===== src/rtl/disp_pkg.sv =====
// Shared display constants and helpers for the scan controller, word mux and segment decoder.
// No logic or registers; no flow control.
package disp_pkg;

    localparam int DIGITS = 4;
    localparam int SEL_W  = 2;
    localparam int AN_W   = 4;
    localparam logic [AN_W-1:0] AN_OFF = 4'hF;

    typedef enum logic [1:0] {
        PH_HOLD,
        PH_DEAD,
        PH_ON
    } phase_e;

    // Active-low one-hot anode pattern for a selected digit.
    function automatic logic [AN_W-1:0] an_onehot_low(input logic [SEL_W-1:0] sel);
        return ~(AN_W'(1) << sel);
    endfunction

endpackage


===== src/rtl/scan_prescaler.sv =====
// Modulo-PRESCALE slot counter; wrap is combinational and only asserts while enabled.
// Latency: cnt registered, wrap same cycle as cnt == PRESCALE-1; en = 0 freezes the count.
module scan_prescaler #(
    parameter int PRESCALE = 50000,
    parameter int CNT_W    = $clog2(PRESCALE)
) (
    input  logic             clk,
    input  logic             rst_n,
    input  logic             en,
    output logic [CNT_W-1:0] cnt,
    output logic             wrap
);

    localparam logic [CNT_W-1:0] LAST = CNT_W'(PRESCALE - 1);

    assign wrap = en && (cnt == LAST);

    always_ff @(posedge clk or negedge rst_n) begin
        if (!rst_n) begin
            cnt <= '0;
        end else if (wrap) begin
            cnt <= '0;
        end else if (en) begin
            cnt <= cnt + CNT_W'(1);
        end
    end

endmodule


===== src/rtl/digit_scan_ctrl.sv =====
// Four-digit display scan: digit select, active-low anodes with dead time, slot tick.
// Latency: all outputs registered from next-state cnt/S; en = 0 holds the scan and blanks the display.
module digit_scan_ctrl
    import disp_pkg::*;
#(
    parameter int PRESCALE = 50000,
    parameter int DEAD     = 16
) (
    input  logic             clk,
    input  logic             rst_n,
    input  logic             en,
    input  logic [AN_W-1:0]  blank_mask,
    output logic [SEL_W-1:0] S,
    output logic [AN_W-1:0]  AN,
    output logic             tick
);

    localparam int CNT_W = $clog2(PRESCALE);
    localparam logic [CNT_W-1:0] DEAD_C = CNT_W'(DEAD);

    logic [CNT_W-1:0] cnt;
    logic [CNT_W-1:0] cnt_nxt;
    logic             wrap;
    logic [SEL_W-1:0] s_nxt;
    phase_e           phase_nxt;
    logic [AN_W-1:0]  an_nxt;

    scan_prescaler #(
        .PRESCALE (PRESCALE),
        .CNT_W    (CNT_W)
    ) u_prescaler (
        .clk   (clk),
        .rst_n (rst_n),
        .en    (en),
        .cnt   (cnt),
        .wrap  (wrap)
    );

    // Anodes are decoded from the state the counter is about to enter, so
    // S, AN and tick all move together on one edge.
    always_comb begin
        cnt_nxt = cnt;
        if (wrap) begin
            cnt_nxt = '0;
        end else if (en) begin
            cnt_nxt = cnt + CNT_W'(1);
        end

        s_nxt = wrap ? S + SEL_W'(1) : S;

        if (!en) begin
            phase_nxt = PH_HOLD;
        end else if (cnt_nxt < DEAD_C) begin
            phase_nxt = PH_DEAD;
        end else begin
            phase_nxt = PH_ON;
        end

        an_nxt = AN_OFF;
        if (phase_nxt == PH_ON && !blank_mask[s_nxt]) begin
            an_nxt = an_onehot_low(s_nxt);
        end
    end

    always_ff @(posedge clk or negedge rst_n) begin
        if (!rst_n) begin
            S    <= '0;
            AN   <= AN_OFF;
            tick <= 1'b0;
        end else begin
            S    <= s_nxt;
            AN   <= an_nxt;
            tick <= wrap;
        end
    end

endmodule


===== config.mk =====
export PLATFORM = sky130hd
export DESIGN_NAME = digit_scan_ctrl
export DESIGN_NICKNAME = d
export VERILOG_FILES = /design/src/rtl/disp_pkg.sv /design/src/rtl/scan_prescaler.sv /design/src/rtl/digit_scan_ctrl.sv
export SDC_FILE = /design/constraint.sdc
export NUM_CORES = 1
export LEC_CHECK = 0
export CAP_MARGIN = 20
export CORE_ASPECT_RATIO = 0.75
export CORE_MARGIN = 2
export CORE_UTILIZATION = 30
export DETAILED_ROUTE_END_ITERATION = 6
export SYNTH_ARGS = -nofsm -noshare
export SYNTH_HDL_FRONTEND = slang
export SYNTH_SLANG_ARGS = --single-unit

===== constraint.sdc =====
create_clock -name clk -period 3.78 [get_ports clk]
set_input_delay 0.945 -clock clk [delete_from_list [all_inputs] [get_ports clk]]
set_output_delay 0.945 -clock clk [all_outputs]
set_load 0.01 [all_outputs]

==> metrics.md <==
| Metric | Value |
|---|---|
| Hold crit path type | `reg -> reg` |
| Final hold slack | `~0.51 ns` |
| Total Wirelength | `2330 µm` |
| GRT Overall Usage | `a little under an eighth` |
| Final hold viol count | `0` |
| Largest net degree at the start of global routing | `24` |
| First-pass GRT wire length | `4040 µm` |
| R2R cell count | `8` |
| Arr. time, crit path | `a little over 3 ns` |
| Share of cells above drive strength 1 | `between 10 and 15%` |
| # resized after CTS | `0` |
| Number of global-route vias before repair | `813` |
| Worst setup path end | `AN[1]$_DFF_PN1_` |
| Io pins | `14` |
| Layout Cells excl Fill | `about 180` |
| Initial antenna violation count | `0` |
| Placed cell count | `around 180` |
| Crit-path max FO | `8` |
| Yosys warns | `0` |
| Vias per cell | `about 4.8` |
| Most frequent cells in the layout | `dfrtp_1 (19), nand2_1 (18), clkdlybuf4s50_1 (13)` |
| Status | `completed` |
| Clk_skew | `approximately 0.0040 ns` |
| CTS Hold Buffers Added | `0` |
| # diodes | `0` |
| Pre-CTS setup slack | `around 0.57 ns` |
| Post-synthesis instance area | `between 1000 and 1500 µm²` |
| GRT Residual Overflow | `0` |
| Max_slew headroom | `about 65%` |
| Worst reg2reg startpoint | `u_prescaler.cnt[0]$_DFFE_PN0P_` |
| Clk Tree Root Cell | `clkbuf_8` |
| Num CTS Buffers | `3` |
| Layout Utilization | `a little under two fifths` |
| Die area | `4480 µm²` |
| PortBufs | `13` |
| Final worst path period share | `around 77%` |
| CTS max path bufs | `2` |
| Crit Reg-Reg Endpoint | `AN[1]$_DFF_PN1_` |
| Total power | `0.594 mW` |
| Remaining design rule violation count | `0` |
| DR iter-0 viols | `between 40 and 50` |
| Effective utilization at floorplan | `a little under a third` |
| Synthesized instance count | `roughly 110` |
| Fin area | `~1400 µm²` |
| Startpoint types | `primary input` |
| Sink Count | `23` |
| CP Launch Point | `en` |
| Max Freq | `roughly 340 MHz` |
| Min setup slack post-route | `a little under 0.9 ns` |
| Setup Buffers After CTS | `0` |
| Synth Register Bits | `23` |
| Reg-to-reg slack, setup | `around 1.6 ns` |
| RePlAce Congestion | `0.806` |
| Final setup violating endpoints | `0` |
| Clock slew at reported path FFs | `~0.08 ns` |
| Clk Latency, worst-skew pair | `~0.27 ns` |
| Vias | `just under 900` |
| HPWL Detailed | `between 1500 and 2000 µm` |
| Syn Area/Cell | `10.5 µm²` |
| DIE HEIGHT | `about 58 µm` |
| Worst-margin pin slew | `0.519 ns` |
| PwrDens | `approximately 420 nW/µm²` |
| Distinct cells, synth | `34` |
| Final #Nets | `about 140` |
| Tmin final | `between 2 and 3 ns` |
| Avg WL per Cell | `about 13 µm` |
| Syn_nets | `around 120` |
| Sum of negative setup slack | `0 ns` |
| Syn-to-layout area delta | `20.7%` |
| Worst EP required | `~4 ns` |
| Worst vdd ir | `between 300 and 400 µV` |
| Pre-Repair DR Iteration Count | `4` |
| Core Area | `3730 µm²` |
| Site Rows | `19` |
| Crit. End Element | `register` |
| Dpl cell area | `between 1000 and 1500 µm²` |
| Commonest non-fill, non-tap cell in the layout | `dfrtp_1` |
| TritonCTS clock tree | `done` |
| Max-cap viol count | `0` |
| RSZ-0062 raised after global routing | `false` |
| Die X | `~77 µm` |
| Leakage | `about 0.60 nW` |
| CTS H-Tree Depth | `1` |
| Crit Path Category | `in -> reg` |
| Sequential share of the synthesized area | `48.9%` |
| Count of pins over their slew limit | `0` |
| Antenna viol nets, final | `0` |
-- cell usage after synthesis, drive strengths merged --
master | n | area share [%]
a2111oi | 1 | 2.3
and2 | 3 | 1.8
and3 | 4 | 2.5
and4 | 3 | 2.5
and4b | 1 | 0.84
and4bb | 1 | 1.1
buf | 1 | 0.95
dfrtp | 19 | 40
dfstp | 4 | 8.9
ha | 1 | 1.1
inv | 3 | 0.95
mux2i | 2 | 1.7
nand2 | 18 | 5.7
nand2b | 1 | 0.74
nand3 | 9 | 5.3
nand4 | 4 | 2.1
nor2 | 8 | 2.5
nor2b | 1 | 0.53
nor3 | 3 | 1.3
nor3b | 1 | 0.63
nor4 | 1 | 0.53
nor4b | 3 | 2.2
o211ai | 1 | 0.63
o21a | 1 | 0.74
o21ai | 5 | 2.1
o32ai | 1 | 0.74
xnor2 | 9 | 6.6
xor2 | 4 | 3.0
-- worst min-delay path by stage --
stage	startpoint	endpoint	slack, ns	cells after the start
after floorplan	u_prescaler.cnt[0]$_DFFE_PN0P_	u_prescaler.cnt[0]$_DFFE_PN0P_	0.48	1
after CTS	u_prescaler.cnt[0]$_DFFE_PN0P_	u_prescaler.cnt[0]$_DFFE_PN0P_	0.52	1
after detailed placement	u_prescaler.cnt[0]$_DFFE_PN0P_	u_prescaler.cnt[0]$_DFFE_PN0P_	0.51	1
final	u_prescaler.cnt[0]$_DFFE_PN0P_	u_prescaler.cnt[0]$_DFFE_PN0P_	0.51	1
after global routing	u_prescaler.cnt[0]$_DFFE_PN0P_	u_prescaler.cnt[0]$_DFFE_PN0P_	0.54	1
after global placement	u_prescaler.cnt[0]$_DFFE_PN0P_	u_prescaler.cnt[0]$_DFFE_PN0P_	0.50	1
-- layer usage --
| metal | track usage, % | vias up | part of all wire (%) |
|---|---|---|---|
| met5 | 0 | - | 0 |
| met4 | 1.56 | 0 | 0 |
| met3 | 3.99 | 0 | 5.1 |
| met2 | 16.2 | 16 | 43 |
| met1 | 17.1 | 435 | 52 |
| li1 | - | 431 | - |
-- sequential cells by signal, summed over array words and instances (netlist names) --
name             flops
AN                   4
S                    2
tick                 1
u_prescaler.cnt     16
-- report_power, final --
| part | switching (mW) | leakage [nW] | internal, mW | total, mW |
|---|---|---|---|---|
| Combinational | 0.0624 | 0.284 | 0.0616 | 0.124 |
| Clock | 0.0797 | 0.0255 | 0.0736 | 0.153 |
| Sequential | 0.0394 | 0.291 | 0.277 | 0.317 |
-- worst max-delay path: stages --
cell	delay [ns]
clkdlybuf4s50_1	0.59
nand2_1	0.12
nor2_1	0.44
nand4_1	0.20
xnor2_1	0.18
nor4b_1	0.38
nand3_2	0.16
nand2_1	0.10
-- cell type report --
class / count / area, µm²
multi-input combinational: 86 / 583
clock buffer: 3 / 41.3
fill: 379 / 2300
tap: 52 / 65.1
timing repair buffer: 14 / 145
inverter: 3 / 11.3
sequential: 23 / 581
clock inverter: 1 / 5.00
-- kinds of logic (layout without fill, tap and decap cells) --
| logic type | Yosys count | count (layout) | share of synthesized area, % |
|---|---|---|---|
| flip-flops | 23 | 23 | 48.9 |
| multiplexers | 2 | 2 | 1.69 |
| XOR/XNOR | 13 | 13 | 9.60 |
| adder cells (fa/ha/maj) | 1 | 1 | 1.05 |
| AO/OA/AOI/OAI | 9 | 9 | 6.54 |
| AND/OR/NAND/NOR | 61 | 61 | 30.3 |
| buffers and inverters | 4 | 21 | 1.90 |
No activity file was read; power rests on OpenSTA's default activity.
